===== src/rtl/lfsr_timer_ctrl.sv =====
// lfsr_timer_ctrl: LFSR period calibration and periodic/one-shot tick timer.
// Optional sticky irq output is enabled by defining LFSR_TIMER_IRQ_EN.
module lfsr_timer_ctrl #(
    parameter int W = 8
) (
    input  logic         clk,
    input  logic         rst,
    input  logic         cfg_wr,
    input  logic [W-1:0] cfg_period,
    input  logic         cfg_oneshot,
    input  logic         start,
    input  logic         stop,
    input  logic         inc,
    output logic         busy,
    output logic         ready,
    output logic         running,
    output logic         tick,
    output logic         cfg_err,
    output logic [W-1:0] count
`ifdef LFSR_TIMER_IRQ_EN
   ,input  logic         irq_clr,
    output logic         irq
`endif
);

    if (W < 4 || W > 8) begin : g_bad_w
        $error("lfsr_timer_ctrl: W must be in 4..8");
    end

    typedef enum logic [1:0] {
        IDLE,
        CAL,
        RUN
    } state_t;

    state_t       state;
    logic [W-1:0] term;
    logic [W-1:0] steps;
    logic         oneshot;
    logic [W-1:0] cnt_nxt;
    logic         hit;

    function automatic logic [W-1:0] nxt(input logic [W-1:0] q);
        logic [7:0] e;
        logic       fb;
        e = 8'(q);
        case (W)
            4:       fb = ~(e[3] ^ e[2]);
            5:       fb = ~(e[4] ^ e[2]);
            6:       fb = ~(e[5] ^ e[4]);
            7:       fb = ~(e[6] ^ e[5]);
            default: fb = ~(e[7] ^ e[5] ^ e[4] ^ e[3]);
        endcase
        return {q[W-2:0], fb};
    endfunction

    assign cnt_nxt = nxt(count);
    assign hit     = inc && (cnt_nxt == term);

    always_ff @(posedge clk) begin
        if (rst) begin
            state   <= IDLE;
            busy    <= 1'b0;
            ready   <= 1'b0;
            running <= 1'b0;
            tick    <= 1'b0;
            cfg_err <= 1'b0;
            count   <= '0;
            term    <= '0;
            steps   <= '0;
            oneshot <= 1'b0;
        end else begin
            tick    <= 1'b0;
            cfg_err <= 1'b0;
            case (state)
                IDLE: begin
                    if (stop) begin
                        // stop in IDLE does nothing and also masks start
                    end else if (start) begin
                        if (ready) begin
                            count   <= '0;
                            running <= 1'b1;
                            state   <= RUN;
                        end else begin
                            cfg_err <= 1'b1;
                        end
                    end else if (cfg_wr) begin
                        if (cfg_period != '0) begin
                            state   <= CAL;
                            busy    <= 1'b1;
                            ready   <= 1'b0;
                            term    <= '0;
                            steps   <= cfg_period;
                            oneshot <= cfg_oneshot;
                        end else begin
                            cfg_err <= 1'b1;
                        end
                    end
                end
                CAL: begin
                    term  <= nxt(term);
                    steps <= steps - W'(1);
                    if (cfg_wr || start)
                        cfg_err <= 1'b1;
                    if (steps == W'(1)) begin
                        state <= IDLE;
                        busy  <= 1'b0;
                        ready <= 1'b1;
                    end
                end
                RUN: begin
                    if (cfg_wr)
                        cfg_err <= 1'b1;
                    if (stop) begin
                        // an expiry coinciding with stop still ticks
                        tick    <= hit;
                        count   <= '0;
                        running <= 1'b0;
                        state   <= IDLE;
                    end else if (start) begin
                        count <= '0;
                    end else if (inc) begin
                        if (hit) begin
                            count <= '0;
                            tick  <= 1'b1;
                            if (oneshot) begin
                                running <= 1'b0;
                                state   <= IDLE;
                            end
                        end else begin
                            count <= cnt_nxt;
                        end
                    end
                end
                default: state <= IDLE;
            endcase
        end
    end

`ifdef LFSR_TIMER_IRQ_EN
    always_ff @(posedge clk) begin
        if (rst)
            irq <= 1'b0;
        else if (tick)
            irq <= 1'b1;
        else if (irq_clr)
            irq <= 1'b0;
    end
`endif

endmodule


===== config.mk =====
export PLATFORM = sky130hd
export DESIGN_NAME = lfsr_timer_ctrl
export DESIGN_NICKNAME = d
export VERILOG_FILES = /design/src/rtl/lfsr_timer_ctrl.sv
export SDC_FILE = /design/constraint.sdc
export NUM_CORES = 1
export LEC_CHECK = 0
export ABC_CLOCK_PERIOD_IN_PS = 2500
export CELL_PAD_IN_SITES_DETAIL_PLACEMENT = 1
export CELL_PAD_IN_SITES_GLOBAL_PLACEMENT = 1
export CORE_MARGIN = 1
export CORE_UTILIZATION = 40
export DETAILED_ROUTE_END_ITERATION = 10
export PLACE_DENSITY_LB_ADDON = 0.1
export SYNTH_ARGS = -nofsm -noshare
export SYNTH_HDL_FRONTEND = slang
export SYNTH_SLANG_ARGS = --single-unit

===== constraint.sdc =====
create_clock -name clk -period 2.5 [get_ports clk]
set_input_delay 0.5 -clock clk [delete_from_list [all_inputs] [get_ports clk]]
set_output_delay 0.5 -clock clk [all_outputs]
set_load 0.005 [all_outputs]

==> run metrics <==
status complete, no violations; number of cells traversed by the worst register-to-register path 5; kind of end point of the critical path register; power per cell area 546 nW/um2; final antenna diode count 0; timing-limited maximum frequency 0.454 GHz; pre-CTS setup slack 0.0855 ns; type of the worst setup path primary input to register; Pins Over Slew Limit 0; number of nets still failing antenna checks after routing 0; number of storage elements in the synthesis netlist 32; Max-slew headroom 0.660; number of buffers created by CTS 5; clk buf depth 2; detailed-route DRC error count 0; fraction of power consumed by the clock network 0.433; number of primary I/O pins 28; drt first pass iters 4; worst voltage drop across the vdd grid 0.253 mV; post-layout worst setup margin 0.297 ns; cells after synthesis 212; PortBufs 27; area growth from synthesis to layout 27.3%; type of origin of the critical path primary input; final weighted congestion in routability-driven placement 0.808; sequential area share after synthesis 0.349; Initial DRC Count 133; destination of the worst register-to-register timing path count[5]; width of the chip 69.8 um; initial standard-cell utilization of the core 0.419; part of the power in combinational logic 0.141; leakage power summed over all cells 0.000887 uW; Critical Path Start cfg_period[2]; initial antenna violation count 0; setup repair after global routing missed its margin no; Synth area leader dfxtp_1; global-route usage over all layers 0.241; CP Data Arrival Time 2.40 ns; cell count after placement 292; total nets after synthesis 229; total number of nets in the final design 264; Post-Route Setup TNS 0 ns; HP Class register to register; register share of total power 0.426; slew of the pin with the lowest slew margin 0.510 ns; capture point of the critical path steps[6]; core footprint 4380 um2; average wire per standard cell 18.5 um; die footprint 4870 um2; number of distinct standard cells referenced by the synthesized netlist 54; number of rows in the core area 24; top fanout value on the critical path 6; routed via count divided by cell count 6.22; Final period util 0.881; top post-synthesis cells by area dfxtp_1 (35%), nand3_1 (6.0%), xnor2_1 (5.2%); clock latency on the worst-skew pair 0.28 ns; number of sinks handled by clock tree synthesis 32; CTS HTree Levels 2; pin count of the biggest net entering global routing 16; net switching fraction of the power 0.246; setup-violating endpoint count in the final report 0; vias in the first global route 1,892; fraction of layout instances using a drive strength above 1 0.121; Final Instance Count excl. Fillers 300; die extent in y 69.8 um; fraction of synthesis flops using an asynchronous set or reset pin 0; highest-count cells in the layout ignoring fill and taps dfxtp_1 (32), clkdlybuf4s50_1 (27), nand3_1 (22), buf_4 (14); combined area of all synthesized cells 1840 um2; Net Sw Power 314 uW; master cell of the clock root buffer clkbuf_8; clock tree from TritonCTS done; mean cell area of the mapped netlist 8.66 um2; setup slack on the worst flop-to-flop path 0.59 ns; crit path time final 2.20 ns; RR Startpoint state[0]; cell-internal power 962 uW; prevailing post-synth register cell dfxtp_1; post-cts gate resize count 0; first-pass GRT wire length 9350 um; sum of net half-perimeters after detailed placement 4060 um; clock slew at the register clock pins of the worst setup and hold paths 0.07 ns; Post-synth EDFFs 0; Layout Skew 0.00782 ns; Max-cap violations 0; total number of vias 1,867; WP data required 2.70 ns; count of yosys warnings during synthesis 0; buffers inserted during post-CTS setup optimization 0; count of hold buffers inserted by post-cts repair 0; area fraction of the dominant cell type after synthesis 0.349; final hold violation count 0; Total Routed Length 5560 um; remaining global-route overflow 0; most common cell after layout, fill and taps aside dfxtp_1
[sequential cells by signal (all words and copies together) (netlist names)]
register  count
count         8
steps         8
term          8
state         2
busy          1
cfg_err       1
oneshot       1
ready         1
running       1
tick          1
[through the flow]
step / power [uW] / hold WS, ns / utilization / area, um2
2_1_floorplan: 656 / 0.460 / - / 1840
3_3_place_gp: 723 / 0.481 / 0.505 / 2210
3_5_place_dp: 731 / 0.501 / 0.505 / 2210
4_1_cts: 1280 / 0.512 / 0.533 / 2340
5_1_grt: 1330 / 0.553 / 0.533 / 2340
6_report: 1280 / 0.510 / 0.533 / 2340
[cell type report]
class                           count  area (um2)
Inverter                           10        37.5
Sequential cell                    32         641
Clock buffer                        7        96.3
Timing Repair Buffer               41         375
Tap cell                           52        65.1
Fill cell                         530        2050
Multi-Input combinational cell    157        1090
Clock inverter                      1        30.0
[logic make-up after synthesis]
logic type,synth area share
simple gates,0.210
compound gates,0.272
flops,0.349
buf+inv,0.0559
xor+xnor,0.0743
mux,0.0252
fa+ha+maj,0.0136
[layer usage]
metal,up-vias,wire [um],GRT usage,share of wire
met4,0,66,0.0667,0.012
met3,9,229,0.0538,0.041
li1,876,-,-,-
met2,54,2630,0.378,0.47
met5,-,0,0,0
met1,928,2640,0.332,0.47
[cells in the mapped netlist, types with 2 or more instances]
library cell and number:
or4b_1 2, nand2b_1 2, dfxtp_1 32, or3_1 2, o211a_1 4, nor4_1 8, o31a_1 2, o21ai_1 4
a32o_1 8, clkbuf_1 10, o21ai_0 8, a211oi_1 4, nand2_1 7, nor2b_1 3, o31ai_1 2, o211ai_1 9
inv_2 2, xnor2_1 11, nand4_1 3, nor2_1 9, nand3_1 22, ha_1 2, inv_1 8, a21oi_1 11
a22oi_1 3, a31oi_1 2, a21o_1 2, mux2i_1 2, buf_6 2, xor2_1 2
[power groups by stage]
stage / clock, uW / combinational, uW / sequential (uW)
floorplan: 0 / 108 / 547
global placement: 0 / 170 / 553
detailed placement: 0 / 177 / 554
CTS: 562 / 179 / 542
global route: 586 / 197 / 545
finish: 553 / 180 / 543
[worst min-delay path by stage]
stage / slack, ns / startpoint / endpoint / depth (start not counted)
after floorplan: 0.46 / steps[5] / steps[5] / 2
after global placement: 0.48 / busy / busy / 2
after detailed placement: 0.50 / oneshot / oneshot / 2
after CTS: 0.51 / busy / busy / 2
after global routing: 0.55 / oneshot / oneshot / 2
final: 0.51 / busy / busy / 2
[worst max-delay path, cell delays in order]
cell and delay, ns:
clkdlybuf4s50_1 0.47, nor4_1 0.40, buf_4 0.21, a21o_1 0.23, mux2_4 0.33, a221oi_2 0.26
No activity file was read; power rests on OpenSTA's default activity.
